## src/rtl/mult_arb_pkg.sv

```systemverilog
// -----------------------------------------------------------------------------
// mult_arb_pkg
// Shared types for the multiplier arbiter: FSM state encoding, the tag that
// travels alongside each multiplication, and the statistics counter width.
// No ports (package).
// -----------------------------------------------------------------------------
package mult_arb_pkg;

  localparam int STAT_W = 16;
  // Sized for the largest supported requester count (8), so the packed tag
  // type stays fixed regardless of the NUM_REQ chosen at instantiation.
  localparam int ID_W   = 3;

  typedef enum logic [1:0] {
    ST_RUN   = 2'd0,
    ST_DRAIN = 2'd1,
    ST_IDLE  = 2'd2
  } state_t;

  typedef struct packed {
    logic            valid;
    logic [ID_W-1:0] id;
    logic            sign;
  } tag_t;

endpackage

```

## src/rtl/mult_arbiter_tag_pipe.sv

```systemverilog
// -----------------------------------------------------------------------------
// mult_tag_pipe
// Fixed-depth shift register, cleared by asynchronous reset. Used to carry
// the request tag alongside the multiplier so it exits aligned with the
// product.
// Ports:
//   clock    in   rising-edge clock
//   reset_n  in   asynchronous active-low reset (clears every stage)
//   d        in   WIDTH  stage-0 input
//   q        out  WIDTH  last-stage output (d delayed by DEPTH clocks)
// -----------------------------------------------------------------------------
module mult_tag_pipe #(
  parameter int DEPTH = 9,
  parameter int WIDTH = 5
) (
  input  logic             clock,
  input  logic             reset_n,
  input  logic [WIDTH-1:0] d,
  output logic [WIDTH-1:0] q
);

  logic [WIDTH-1:0] r_stage [DEPTH];

  always_ff @(posedge clock or negedge reset_n) begin
    if (!reset_n) begin
      for (int i = 0; i < DEPTH; i++) r_stage[i] <= '0;
    end else begin
      r_stage[0] <= d;
      for (int i = 1; i < DEPTH; i++) r_stage[i] <= r_stage[i-1];
    end
  end

  assign q = r_stage[DEPTH-1];

endmodule

```

## src/rtl/mult_arbiter.sv

```systemverilog
// -----------------------------------------------------------------------------
// mult_arbiter
// Round-robin scheduler sharing one pipelined OP_W x OP_W multiplier among
// NUM_REQ requesters. At most one issue per clock; each product returns,
// with its requester's sign bit on top, to the requester that issued it.
// A drain/idle handshake lets software quiesce the multiplier.
//
//   state | meaning
//   RUN   | granting requests
//   DRAIN | no grants, waiting for in-flight operations to return
//   IDLE  | pipe empty, no grants until drain_req drops
//
// Optional feature macro: MULT_ARB_STATS_EN (per-requester grant counters,
// adds stats_clr / grant_cnt ports).
// Ports:
//   clock, reset_n          clock, async active-low reset
//   req_valid/req_ready     per-requester handshake (ready is one-hot grant)
//   req_a/req_b/req_sign    packed operands, requester i at [i*OP_W +: OP_W]
//   mult_in_valid/a/b       registered issue to the multiplier
//   mult_result             product, LATENCY clocks after mult_in_valid
//   rsp_valid/rsp_data      one-hot response strobe, shared {sign, product}
//   drain_req/idle          quiesce request level / high in IDLE
//   stats_clr/grant_cnt     (MULT_ARB_STATS_EN only) clear / 16-bit counters
// -----------------------------------------------------------------------------
module mult_arbiter
  import mult_arb_pkg::*;
#(
  parameter int NUM_REQ = 4,
  parameter int OP_W    = 24,
  parameter int DATA_W  = 48,
  parameter int LATENCY = 9
) (
  input  logic                   clock,
  input  logic                   reset_n,
  input  logic [NUM_REQ-1:0]     req_valid,
  output logic [NUM_REQ-1:0]     req_ready,
  input  logic [NUM_REQ*OP_W-1:0] req_a,
  input  logic [NUM_REQ*OP_W-1:0] req_b,
  input  logic [NUM_REQ-1:0]     req_sign,
  output logic                   mult_in_valid,
  output logic [OP_W-1:0]        mult_a,
  output logic [OP_W-1:0]        mult_b,
  input  logic [DATA_W-1:0]      mult_result,
  output logic [NUM_REQ-1:0]     rsp_valid,
  output logic [DATA_W:0]        rsp_data,
  input  logic                   drain_req,
  output logic                   idle
`ifdef MULT_ARB_STATS_EN
  ,
  input  logic                   stats_clr,
  output logic [NUM_REQ*STAT_W-1:0] grant_cnt
`endif
);

  localparam int IF_W  = $clog2(LATENCY + 3);
  localparam int TAG_W = $bits(tag_t);

  state_t                r_state, w_state_next;
  logic [ID_W-1:0]       r_rr_ptr, w_grant_idx, w_scan;
  logic [(1<<ID_W)-1:0]  w_req_ext;
  logic                  w_grant_any, w_grant_en, w_hs;
  logic [NUM_REQ-1:0]    w_grant_oh, w_rsp_oh;
  logic [OP_W-1:0]       w_sel_a, w_sel_b;
  logic                  w_sel_sign;
  logic                  r_mult_in_valid, r_issue_sign;
  logic [OP_W-1:0]       r_mult_a, r_mult_b;
  logic [ID_W-1:0]       r_issue_id;
  tag_t                  w_tag_in, w_tag_out;
  logic [TAG_W-1:0]      w_tag_q;
  logic [NUM_REQ-1:0]    r_rsp_valid;
  logic [DATA_W:0]       r_rsp_data;
  logic [IF_W-1:0]       r_in_flight;

  // Round-robin search starting at r_rr_ptr; requests are zero-extended to
  // the full ID_W index range so the scan index always selects in range.
  always_comb begin
    w_req_ext              = '0;
    w_req_ext[NUM_REQ-1:0] = req_valid;
    w_grant_any            = 1'b0;
    w_grant_idx            = '0;
    w_scan                 = r_rr_ptr;
    for (int k = 0; k < NUM_REQ; k++) begin
      if (!w_grant_any && w_req_ext[w_scan]) begin
        w_grant_any = 1'b1;
        w_grant_idx = w_scan;
      end
      w_scan = (w_scan == ID_W'(NUM_REQ - 1)) ? '0 : w_scan + 1'b1;
    end
  end

  always_comb begin
    w_grant_oh = '0;
    w_sel_a    = '0;
    w_sel_b    = '0;
    w_sel_sign = 1'b0;
    for (int i = 0; i < NUM_REQ; i++) begin
      if (w_grant_any && (w_grant_idx == ID_W'(i))) begin
        w_grant_oh[i] = 1'b1;
        w_sel_a       = req_a[i*OP_W +: OP_W];
        w_sel_b       = req_b[i*OP_W +: OP_W];
        w_sel_sign    = req_sign[i];
      end
    end
  end

  always_comb begin
    w_state_next = r_state;
    w_grant_en   = 1'b0;
    idle         = 1'b0;
    case (r_state)
      ST_RUN: begin
        w_grant_en = !drain_req;
        if (drain_req) w_state_next = ST_DRAIN;
      end
      ST_DRAIN: begin
        if (r_in_flight == '0) w_state_next = ST_IDLE;
      end
      ST_IDLE: begin
        idle = 1'b1;
        if (!drain_req) w_state_next = ST_RUN;
      end
      default: w_state_next = ST_RUN;
    endcase
  end

  assign w_hs      = w_grant_en & w_grant_any;
  assign req_ready = {NUM_REQ{w_grant_en}} & w_grant_oh;

  always_ff @(posedge clock or negedge reset_n) begin
    if (!reset_n) begin
      r_state  <= ST_RUN;
      r_rr_ptr <= '0;
    end else begin
      r_state <= w_state_next;
      if (w_hs) r_rr_ptr <= (w_grant_idx == ID_W'(NUM_REQ - 1)) ? '0 : w_grant_idx + 1'b1;
    end
  end

  // Operands hold when nothing issues; only mult_in_valid drops.
  always_ff @(posedge clock or negedge reset_n) begin
    if (!reset_n) begin
      r_mult_in_valid <= 1'b0;
      r_mult_a        <= '0;
      r_mult_b        <= '0;
      r_issue_id      <= '0;
      r_issue_sign    <= 1'b0;
    end else begin
      r_mult_in_valid <= w_hs;
      if (w_hs) begin
        r_mult_a     <= w_sel_a;
        r_mult_b     <= w_sel_b;
        r_issue_id   <= w_grant_idx;
        r_issue_sign <= w_sel_sign;
      end
    end
  end

  assign mult_in_valid = r_mult_in_valid;
  assign mult_a        = r_mult_a;
  assign mult_b        = r_mult_b;

  // Tag enters with mult_in_valid and leaves in the cycle mult_result is valid.
  assign w_tag_in = {r_mult_in_valid, r_issue_id, r_issue_sign};

  mult_tag_pipe #(
    .DEPTH (LATENCY),
    .WIDTH (TAG_W)
  ) u_tag_pipe (
    .clock   (clock),
    .reset_n (reset_n),
    .d       (w_tag_in),
    .q       (w_tag_q)
  );

  assign w_tag_out = w_tag_q;

  always_comb begin
    w_rsp_oh = '0;
    for (int i = 0; i < NUM_REQ; i++) w_rsp_oh[i] = (w_tag_out.id == ID_W'(i));
  end

  always_ff @(posedge clock or negedge reset_n) begin
    if (!reset_n) begin
      r_rsp_valid <= '0;
      r_rsp_data  <= '0;
    end else if (w_tag_out.valid) begin
      r_rsp_valid <= w_rsp_oh;
      r_rsp_data  <= {w_tag_out.sign, mult_result};
    end else begin
      r_rsp_valid <= '0;
    end
  end

  assign rsp_valid = r_rsp_valid;
  assign rsp_data  = r_rsp_data;

  always_ff @(posedge clock or negedge reset_n) begin
    if (!reset_n) begin
      r_in_flight <= '0;
    end else begin
      case ({w_hs, |r_rsp_valid})
        2'b10:   r_in_flight <= r_in_flight + 1'b1;
        2'b01:   r_in_flight <= r_in_flight - 1'b1;
        default: r_in_flight <= r_in_flight;
      endcase
    end
  end

`ifdef MULT_ARB_STATS_EN
  logic [STAT_W-1:0] r_grant_cnt [NUM_REQ];

  // Saturating per-requester grant counters; clear beats a same-cycle grant.
  always_ff @(posedge clock or negedge reset_n) begin
    if (!reset_n) begin
      for (int i = 0; i < NUM_REQ; i++) r_grant_cnt[i] <= '0;
    end else begin
      for (int i = 0; i < NUM_REQ; i++) begin
        if (stats_clr)
          r_grant_cnt[i] <= '0;
        else if (w_hs && w_grant_oh[i] && (r_grant_cnt[i] != '1))
          r_grant_cnt[i] <= r_grant_cnt[i] + 1'b1;
      end
    end
  end

  for (genvar g = 0; g < NUM_REQ; g++) begin : g_cnt_out
    assign grant_cnt[g*STAT_W +: STAT_W] = r_grant_cnt[g];
  end
`endif

endmodule
```

## config.mk

```make
export PLATFORM = sky130hd
export DESIGN_NAME = mult_arbiter
export DESIGN_NICKNAME = d
export VERILOG_FILES = /design/src/rtl/mult_arb_pkg.sv /design/src/rtl/mult_arbiter_tag_pipe.sv /design/src/rtl/mult_arbiter.sv
export SDC_FILE = /design/constraint.sdc
export NUM_CORES = 1
export LEC_CHECK = 0
export ABC_AREA = 1
export BUFFER_PORTS_ARGS = -buffer_cell sky130_fd_sc_hd__buf_2
export CORE_MARGIN = 2
export CORE_UTILIZATION = 35
export CTS_BUF_LIST = sky130_fd_sc_hd__clkbuf_8
export DETAILED_ROUTE_END_ITERATION = 6
export GPL_ROUTABILITY_DRIVEN = 0
export PLACE_DENSITY_LB_ADDON = 0.25
export SYNTH_ARGS = -nofsm -noshare
export SYNTH_HDL_FRONTEND = slang
export SYNTH_SLANG_ARGS = --single-unit
```

## constraint.sdc

```tcl
create_clock -name clock -period 3.8 [get_ports clock]
set_input_delay 0.76 -clock clock [delete_from_list [all_inputs] [get_ports clock]]
set_output_delay 0.76 -clock clock [all_outputs]
set_load 0.02 [all_outputs]
```

### After elaboration in Yosys (flattened, before gate mapping)

Cells that the tools add are included.

* register bits: 160
* input bits: 251
* output and inout port bits: 107
* logic and storage cells: 109

* bitwise gates (word level): 2
* magnitude comparators: 4
* reduce and logical (&&, ||, !) cells: 18
* add/sub/neg operators: 6
* eq/ne operators: 16
* muxes and demuxes: 44

Operator list (count)
* two-way mux 24 bit: 8
* two-way mux 3 bit: 8
* == test 3 x 2 -> 1 bit (second input constant): 7
* two-way mux 1 bit: 18
* < comparator 3 x 4 -> 1 bit (second input constant): 4
* adder 3 x 1 -> 3 bit (second input constant): 4
* binary-select mux 1 bit (select 3 bit): 4
* one-hot mux 4 bit (2 select lines): 1
* logical AND 1 bit: 7
* == test 3 x 1 -> 1 bit (second input constant): 2
* zero test 3 bit: 2
* two-way mux 2 bit: 3
* != test 2 bit (second input constant): 3
* one-hot mux 2 bit (3 select lines): 1
* adder 4 x 1 -> 4 bit (second input constant): 1
* bitwise AND 4 bit: 1
* == test 2 x 1 -> 1 bit (second input constant): 2
* == test 2 bit (second input constant): 2
* zero test 1 bit: 4
* zero test 4 bit: 1
* two-way mux 4 bit: 1
* OR reduction 4 bit: 1
* subtractor 4 x 1 -> 4 bit (second input constant): 1
* AND reduction 3 bit: 1
* 3 further kinds: 3

### Longest topological paths before layout

Gate-level depths: netlist (run 1).

* depth in word-level cells: 18
* depth in mapped cells: 25
* gate-level depth less buffers: 22

### Cells and area by module

A second synthesis (run 1) with hierarchy kept.

* cell total of the unflattened synthesis: 1160
* area, all modules: 8724.6 µm²

Modules (own cells, without submodules)
* mult_arbiter: area an instance 7561.0 µm², times used 1, cells each 1110, sequential area each 2877.8 µm²
* mult_tag_pipe: area an instance 1163.6 µm², times used 1, cells each 50, sequential area each 1126.1 µm²

### Least setup slack after synthesis (run 1)

Ideal clock, no wire load.

* kind: register to output
* start point: reg r_rr_ptr[0]
* end point: out req_ready[3]
* path buffers: 2
* data required time: 3040 ps
* cell stages (with the launch flop): 19
* arrival: 2819 ps
* path slack: 221 ps
* cells stage by stage: dfrtp_1 -> inv_2 -> ha_1 -> inv_2 -> nand3_1 -> nor2_1 -> nor2_1 -> nand2_1 -> nand2_2 -> nor2_1 -> inv_1 -> o211ai_1 -> nand2_1 -> nand2_1 -> ha_1 -> clkbuf_1 -> nand2_1 -> buf_2 -> nor3_1

* word-level cells in the longest chain between the ends: 16
* elaborated cells between the ends (all ways): 35
* classes of those cells: add/sub (3); eq/ne (4); mux (20); bitwise (1); reduce/logical (7)

Ends and longest elaborated chain
* start, declared: line mult_arbiter.sv:59 `logic [ID_W-1:0] r_rr_ptr, w_grant_idx, w_scan;`
* start signal, assigned: line mult_arbiter.sv:135 `if (w_hs) r_rr_ptr <= (w_grant_idx == ID_W'(NUM_REQ - 1)) ? '0 : w_grant_idx + 1'b1;`
* branches (longest 11 deep; another with adder 3 x 1 -> 3 bit)
* two-way mux 3 bit *: line mult_arbiter.sv:83 `if (!w_grant_any && w_req_ext[w_scan]) begin`
* named net w_grant_idx[0]: line mult_arbiter.sv:59
* == test 3 x 2 -> 1 bit *: line mult_arbiter.sv:97 `if (w_grant_any && (w_grant_idx == ID_W'(i))) begin`
* logical AND 1 bit *: line mult_arbiter.sv:97
* two-way mux 1 bit *: line mult_arbiter.sv:97
* bitwise AND 4 bit *: line mult_arbiter.sv:127 `assign req_ready = {NUM_REQ{w_grant_en}} & w_grant_oh;`
* end, declared: line mult_arbiter.sv:36 `output logic [NUM_REQ-1:0] req_ready,`

Mark *: on every way through the listed nets, which the timed path passes. The select of a mux whose other input is x is not followed.

### Worst setup path in the final report (run 1)

* start point: reg r_rr_ptr[0]
* end point: out req_ready[2]

Same word-level chain as after synthesis.

==> flow_summary.json, run 1 <==
{
  "antenna_found_initial": 3,
  "syn_inst": 1153,
  "yosys.area.top_type": "dfrtp_1",
  "slew_headroom_pct": 28.0,
  "required_ps": 3040,
  "initial_core_util_pct": 35.7,
  "drt_iter0_markers": 511,
  "setup_viol": 0,
  "synthArstFlopShare_pct": 100,
  "worstMarginPinSlew_ps": 1080,
  "ys_top_cells_by_area": "dfrtp_1 (46%), nand2_1 (16%), nand3_1 (9.2%), mux2_2 (6.3%), inv_1 (5.9%)",
  "ys.flop_type": "dfrtp_1",
  "synth_area_um2": 8700,
  "clk_pin_slew_ps": 100,
  "htreeDepth": 4,
  "grt_max_degree": 148,
  "dp_hpwl_mm": 18.6,
  "die_w_um": 162,
  "portBuffers": 357,
  "core_um2": 24400,
  "route.detailed.drc": 0,
  "critPathMaxFanout": 6,
  "clockRootBuffer": "clkbuf_8",
  "crit_type": "flip-flop to output port",
  "fin_area_um2": 11100,
  "antenna-diode-count": 0,
  "area_delta_synth_final_pct": 28.1,
  "slew_viol_final": 0,
  "status": "finished clean",
  "layout.nets": 1735,
  "gr-total-overflow": 0,
  "fin_crit_sh_pct": 96.1,
  "grt_pass1_wl_mm": 41.4,
  "tritoncts": "built",
  "timing.reg2reg.setup_slack_ps": 540,
  "vias_per_cell": 4.65,
  "ys_types": 31,
  "fin_util_pct": 45.7,
  "final_hold_viol_count": 0,
  "drtPass1Iterations": 5,
  "cap_viol_max_count": 0,
  "yosysWarnings": 0,
  "cts_buffers": 17,
  "grt_pass1_vias": 8037,
  "ys_top_cells_by_count": "nand2_1 (380), dfrtp_1 (160), nand3_1 (160), inv_1 (136), nor2_1 (68)",
  "clockBufferDepth": 2,
  "wire_per_inst_um": 14.7,
  "rows": 57,
  "vias": 8419,
  "ant_nets": 0,
  "avgSynthCellArea_um2": 7.55,
  "layout-drive-gt1-share_pct": 32.5,
  "clock_skew_ps": 23.4,
  "clock-sinks": 160,
  "synth_seq_cells": 160,
  "end_kind": "output port",
  "layout_min_cycle_time_ps": 3650,
  "clk_latency_ps": 450,
  "routed_wl_mm": 26.6,
  "crit_arrival_ps": 2890,
  "synth-edff-count": 0,
  "die_h_um": 162,
  "seq_area_frac_synth_pct": 46.0,
  "syn-num-nets": 1415,
  "place_area_um2": 10700,
  "cp-start-kind": "flip-flop",
  "io_pins": 358,
  "die_area_um2": 26100,
  "track_usage_pct": 20.3,
  "fmax_ghz": 0.274,
  "netlist.area_leader.share_pct": 46.0,
  "min_path_type": "input port to async pin",
  "whs_ps": 285,
  "yosysMostFrequentCell": "nand2_1"
}
final timing paths:
path | depth (start not counted) | from | endpoint
setup reg to reg | 18 | r_rr_ptr[0] | mult_b[23]
hold / removal | 1 | reset_n | rsp_valid[3]
setup / recovery | 14 | r_rr_ptr[0] | req_ready[2]
hold reg to reg | 0 | u_tag_pipe.r_stage[10] | u_tag_pipe.r_stage[5]
max in group asynchronous | 2 | reset_n | r_rr_ptr[1]
min in group clock | 0 | u_tag_pipe.r_stage[10] | u_tag_pipe.r_stage[5]
registers in the layout, summed over array words and instances (netlist names):
register and flops:
r_state 2, r_issue_sign 1, r_issue_id 3, rsp_valid 4, r_in_flight 4, rsp_data 49
mult_in_valid 1, u_tag_pipe.q 5, mult_b 24, u_tag_pipe.r_stage 40, mult_a 24, r_rr_ptr 3
metal layers:
metal  part of all wire, %  track usage (%)  vias to the layer above  wire length [um]
li1                      -                -                     4176                 -
met1                    41             24.4                     3835             11000
met2                    47             34.7                      360             12500
met3                   9.1             6.21                       42              2430
met4                   2.2             6.76                        6               588
met5                 0.083                0                        -                22
worst max-delay path, stage by stage, from the launching register on:
cell,delay [ps]
dfrtp_2,450
ha_1,230
nand2_2,130
nand2_4,80
nand2_1,90
nand3_1,100
nand3_1,100
nand2_1,160
nor3_2,270
nand2_1,90
nand3_2,160
ha_4,170
nand2_2,60
nor3_1,140
buf_4,190
repair_timing:
item / 4_1_cts / 5_1_grt
hold buffers: 0 / 0
gates resized for setup: 6 / 11
setup buffers: 1 / 3
setup endpoints to repair: 4 / 4
pin swaps: 0 / 4
cells in the final DEF (no fill, tap or decap), drive strengths merged:
| master | n |
|---|---|
| fa | 1 |
| o31ai | 1 |
| nand2 | 384 |
| dfrtp | 160 |
| ha | 10 |
| inv | 149 |
| a21oi | 51 |
| o211ai | 2 |
| o21ai | 6 |
| clkinv | 39 |
| nand4 | 1 |
| clkbuf | 19 |
| xor2 | 1 |
| nor3 | 7 |
| a211oi | 1 |
| buf | 373 |
| nor2 | 68 |
| nand3 | 161 |
| or4 | 1 |
| mux2 | 49 |
| xnor2 | 2 |
cell families after synthesis:
| family | after synthesis | share of synthesized area [%] |
|---|---|---|
| AO/OA/AOI/OAI | 61 | 3.68 |
| XOR/XNOR | 3 | 0.302 |
| adder cells (fa/ha/maj) | 11 | 1.67 |
| buffers and inverters | 247 | 12.4 |
| flip-flops | 160 | 46.0 |
| multiplexers | 49 | 6.34 |
| AND/OR/NAND/NOR | 622 | 29.6 |
per-stage QoR:
stage / TNS, ps / instances / setup slack [ps]
4_1_cts: 0 / 1807 / 11.8
3_5_place_dp: 0 / 1774 / 241
5_1_grt: -75.1 / 1810 / -38.5
2_1_floorplan: 0 / 1153 / 221
6_report: 0 / 1810 / 149
3_3_place_gp: 0 / 1774 / 409
area by class of cell:
class,instances,area (um^2)
Fill cell,2553,13200
Sequential cell,160,4010
Multi-Input combinational cell,746,3710
Tap cell,324,405
Clock buffer,19,262
Timing Repair Buffer,373,1980
Clock inverter,13,121
Inverter,175,659
Power of run 1 is left out: the tool's default activity adds up to more than one toggle a clock period on the data nets, which glitch-free logic cannot reach.
==> inputs of run 2 (changes only) <==
Settings changed: REMOVE_ABC_BUFFERS from default to 1, SETUP_SLACK_MARGIN from default to 0.4.
==> run 2 against run 1 <==
Flip-flop and latch count is the same. Sequential share of layout area is 0.98 points lower. Core utilization increased by 1.3 points. Design area is 2.8% higher. Fmax increased by 3.4%. Critical path type unchanged.
==> flow_summary.json, run 2 (synthesized netlist as in run 1, its figures left out) <==
{
  "required_ps": 3040,
  "htreeDepth": 4,
  "antenna_found_initial": 7,
  "layout-drive-gt1-share_pct": 34.6,
  "final_cells": 1828,
  "crit_type": "flip-flop to output port",
  "status": "finished clean",
  "slew_viol_final": 0,
  "fin_crit_sh_pct": 92.9,
  "die_h_um": 162,
  "setup_viol": 0,
  "drtPass1Iterations": 5,
  "crit_arrival_ps": 2770,
  "place_area_um2": 10600,
  "ant_nets": 0,
  "final_hold_viol_count": 0,
  "routed_wl_mm": 26.0,
  "drt_iter0_markers": 546,
  "whs_ps": 272,
  "rows": 57,
  "cap_viol_max_count": 0,
  "grt_pass1_vias": 7859,
  "grt_pass1_wl_mm": 40.8,
  "grt_max_degree": 98,
  "mostFrequentLayoutCells": "nand2_1 (369), buf_2 (352), dfrtp_1 (157), nand3_1 (155), inv_1 (130)",
  "worstRegToRegCells": 22,
  "vias_per_cell": 4.58,
  "core_um2": 24400,
  "clk_latency_ps": 460,
  "layout_min_cycle_time_ps": 3530,
  "slew_headroom_pct": 28.3,
  "fillCellCount": 2502,
  "r2r-end": "r_in_flight[3]",
  "worstReg2RegStart": "r_rr_ptr[0]",
  "clockRootBuffer": "clkbuf_8",
  "wire_per_inst_um": 14.2,
  "vias": 8381,
  "gr-total-overflow": 0,
  "critPathMaxFanout": 6,
  "fin_area_um2": 11500,
  "portBuffers": 357,
  "layout_commonest_cell": "nand2_1",
  "fmax_ghz": 0.283,
  "tritoncts": "built",
  "route.detailed.drc": 0,
  "worstMarginPinSlew_ps": 1080,
  "clock_skew_ps": 18.4,
  "dp_cells": 1774,
  "layout.nets": 1748,
  "dp_hpwl_mm": 17.8,
  "initial_core_util_pct": 35.7,
  "cp-start-kind": "flip-flop",
  "die_w_um": 162,
  "die_area_um2": 26100,
  "clk_pin_slew_ps": 110,
  "clockBufferDepth": 2,
  "clock-sinks": 160,
  "timing.reg2reg.setup_slack_ps": 550,
  "io_pins": 358,
  "end_kind": "output port",
  "area_delta_synth_final_pct": 31.7,
  "min_path_type": "input port to async pin",
  "track_usage_pct": 19.7,
  "cts_buffers": 17,
  "largest_reg_flops": 49,
  "rsz0062_at_grt": "yes"
}
[run 2: cell count changes in the layout (fill, tap and decap cells not counted), moves of 5 or more]
cell      change
nand2_1       -8
diode_2       +5
clkinv_8      +6
buf_4        +13
[run 2: final cells by class]
cell class              instances  area (um^2)  share of cell area (%)
clock buffers                  17          234                    2.04
well taps                     324          405                    3.54
repair buffers                386         2070                    18.1
flip-flops and latches        160         4010                    35.0
diodes                          5         12.5                   0.109
inverters                     175          667                    5.82
clock inverters                15          206                    1.80
multi-input cells             746         3850                    33.6
[run 2: per-stage QoR]
stage | util (%) | worst slack [ps] | setup TNS (ps)
after floorplan | - | -1390 | -29870
after global placement | 43.6 | 356 | 0
after detailed placement | 43.6 | 261 | 0
after CTS | 46.3 | 272 | 0
after global routing | 47.0 | 63.5 | 0
final | 47.0 | 270 | 0
[run 2: worst max-delay path by stage]
stage | slack, ps | endpoint | startpoint
floorplan | -1390 | req_ready[2] | r_rr_ptr[0]
global placement | 360 | mult_b[14] | r_rr_ptr[0]
detailed placement | 260 | mult_b[14] | r_rr_ptr[0]
CTS | 270 | req_ready[2] | r_rr_ptr[0]
global route | 60 | req_ready[2] | r_rr_ptr[0]
finish | 270 | req_ready[2] | r_rr_ptr[0]
[run 2: repair_timing]
item	CTS	global route
setup buffers	12	5
hold buffers	0	0
setup endpoints to repair	53	35
pin swaps	9	14
resized for setup	33	31
[run 2: metal layers]
metal  up-vias  GRT usage (%)  part of all wire, %
li1       4211              -                    -
met1      3826           25.3                   43
met2       296           33.0                   48
met3        44           3.73                  6.4
met4         4           7.36                  2.5
met5         -              0                0.089
[run 2: worst max-delay path: stages, from the launching register on]
cell and delay (ps):
dfrtp_2 480, ha_4 190, nand2_4 100, nand2_4 90
nand2_1 110, nand3_2 110, nand3_2 110, nand2_4 80
nor3_4 240, nand2_2 90, nand3_4 150, ha_4 170
nand2_4 70, nor3_4 190, buf_6 140
Power of run 2 is left out for the same reason.
==> inputs of run 3 (changes only) <==
Settings changed: REMOVE_ABC_BUFFERS 1 to default.
Clock period 3.8 ns to 3.9 ns, I/O delays scaled along.
==> run 3 against run 2 <==
Setup slack better by 12 ps. Cell count up 1.3%. Routed wire length grew 7.8%. Sequential share of layout area fell by 0.64 points. Clock skew is 18 ps higher. Flip-flop and latch count did not move. Register-to-register slack got worse by 270 ps. Non-clock buffer count up 27. Core utilization up 0.88 points. Via count increased by 3.9%. Design area increased by 1.9%.
==> flow_summary.json, run 3 (synthesized netlist as in run 1, its figures left out) <==
{
  "slew_headroom_pct": 27.0,
  "routed_wl_mm": 28.0,
  "vias_per_cell": 4.70,
  "fillCellCount": 2489,
  "mostFrequentLayoutCells": "nand2_1 (368), buf_2 (352), dfrtp_1 (157), nand3_1 (154), inv_1 (132)",
  "layout_commonest_cell": "nand2_1",
  "cp_top_family": "buffers and inverters",
  "dp_hpwl_mm": 18.9,
  "max_stage_delay_ps": 470,
  "rsz0062_at_grt": "yes",
  "core_um2": 24400,
  "route.detailed.drc": 0,
  "clock_skew_ps": 36.0,
  "clock-sinks": 160,
  "grt_max_degree": 106,
  "rows": 57,
  "htreeDepth": 4,
  "fmax_ghz": 0.276,
  "cp_num_cells": 27,
  "die_h_um": 162,
  "portBuffers": 357,
  "ant_nets": 0,
  "cp-start-kind": "flip-flop",
  "drtPass1Iterations": 6,
  "crit_arrival_ps": 3990,
  "whs_path_depth": 0,
  "tritoncts": "built",
  "crit_type": "flip-flop to flip-flop",
  "io_pins": 358,
  "final_hold_viol_count": 0,
  "vias": 8712,
  "layout_min_cycle_time_ps": 3620,
  "largest_reg_flops": 49,
  "worstMarginPinSlew_ps": 1100,
  "clockRootBuffer": "clkbuf_8",
  "clk_latency_ps": 470,
  "crit_top_cell": "buf_4",
  "layout.nets": 1775,
  "die_area_um2": 26100,
  "dp_cells": 1777,
  "clockBufferDepth": 2,
  "critPathMaxFanout": 5,
  "layout-drive-gt1-share_pct": 35.8,
  "area_delta_synth_final_pct": 34.2,
  "required_ps": 4270,
  "grt_pass1_wl_mm": 42.7,
  "gr-total-overflow": 0,
  "crit_slowest_cell": "dfrtp_2",
  "fin_crit_sh_pct": 92.8,
  "clk_pin_slew_ps": 130,
  "status": "finished clean",
  "path_buf_inv": 18,
  "setup_viol": 0,
  "min_path_type": "flip-flop to flip-flop",
  "wire_per_inst_um": 15.1,
  "die_w_um": 162,
  "cts_buffers": 17,
  "finalSetupTns_ps": 0,
  "cap_viol_max_count": 0,
  "worstRegToRegCells": 27,
  "final_cells": 1852,
  "grt_pass1_vias": 8440,
  "initial_core_util_pct": 35.7,
  "track_usage_pct": 20.8,
  "slew_viol_final": 0,
  "drt_iter0_markers": 505,
  "antenna_found_initial": 6,
  "end_kind": "flip-flop"
}
run 3: repair_timing:
| item | 4_1_cts | 5_1_grt |
|---|---|---|
| pin swaps | 18 | 19 |
| hold buffers | 0 | 0 |
| setup endpoints to repair | 4 | 5 |
| gates resized for setup | 28 | 36 |
| setup buffers | 37 | 4 |
| endpoints found under the hold margin | 0 | 0 |
run 3: final timing paths:
| kind | start | to | slack (ps) |
|---|---|---|---|
| setup / recovery | r_rr_ptr[0] | r_rr_ptr[0] | 280 |
| hold / removal | u_tag_pipe.r_stage[35] | u_tag_pipe.r_stage[30] | 330 |
| setup reg to reg | r_rr_ptr[0] | r_rr_ptr[0] | 280 |
| hold reg to reg | u_tag_pipe.r_stage[35] | u_tag_pipe.r_stage[30] | 330 |
| max in group asynchronous | reset_n | rsp_valid[0] | 2640 |
| min in group asynchronous | reset_n | mult_a[7] | 350 |
run 3: metal layers:
layer	GRT usage (%)	wire length, um	share of wire, %
met5	0	57	0.20
met3	6.33	2450	8.7
met4	7.72	792	2.8
met1	24.0	11300	40
met2	36.4	13400	48
run 3: cell type report:
| cell class | instances | area, um^2 | share of cell area (%) |
|---|---|---|---|
| sequential | 160 | 4010 | 34.3 |
| multi-input combinational | 746 | 3880 | 33.2 |
| timing repair buffer | 413 | 2290 | 19.6 |
| inverter | 175 | 664 | 5.69 |
| tap | 324 | 405 | 3.47 |
| clock buffer | 17 | 234 | 2.00 |
| clock inverter | 15 | 186 | 1.60 |
| antenna | 2 | 5.00 | 0.0429 |
run 3: worst reg2reg max path: stages, from the launching register on:
cell and delay [ps]:
dfrtp_2 470, inv_4 90, ha_4 230, inv_2 70, buf_4 120, nand3_4 90, nand3_4 100, nand2_4 80
nor2_4 120, inv_1 50, o211ai_1 80, nand2_1 140, buf_4 160, buf_4 120, buf_4 130, buf_4 130
buf_4 130, buf_4 120, buf_4 120, buf_4 120, buf_4 120, buf_4 130, buf_6 110, buf_4 120
buf_4 130, buf_6 120, nand3_4 60, o21ai_2 60
run 3: per-stage QoR:
step	hold WS, ps	instance area (um^2)	util, %	worst slack [ps]
5_1_grt	347	11700	47.8	176
4_1_cts	339	11500	47.1	326
3_3_place_gp	331	10700	43.8	542
2_1_floorplan	331	8710	-	408
6_report	330	11700	47.9	281
3_5_place_dp	335	10700	43.8	465
Power of run 3 is left out for the same reason.
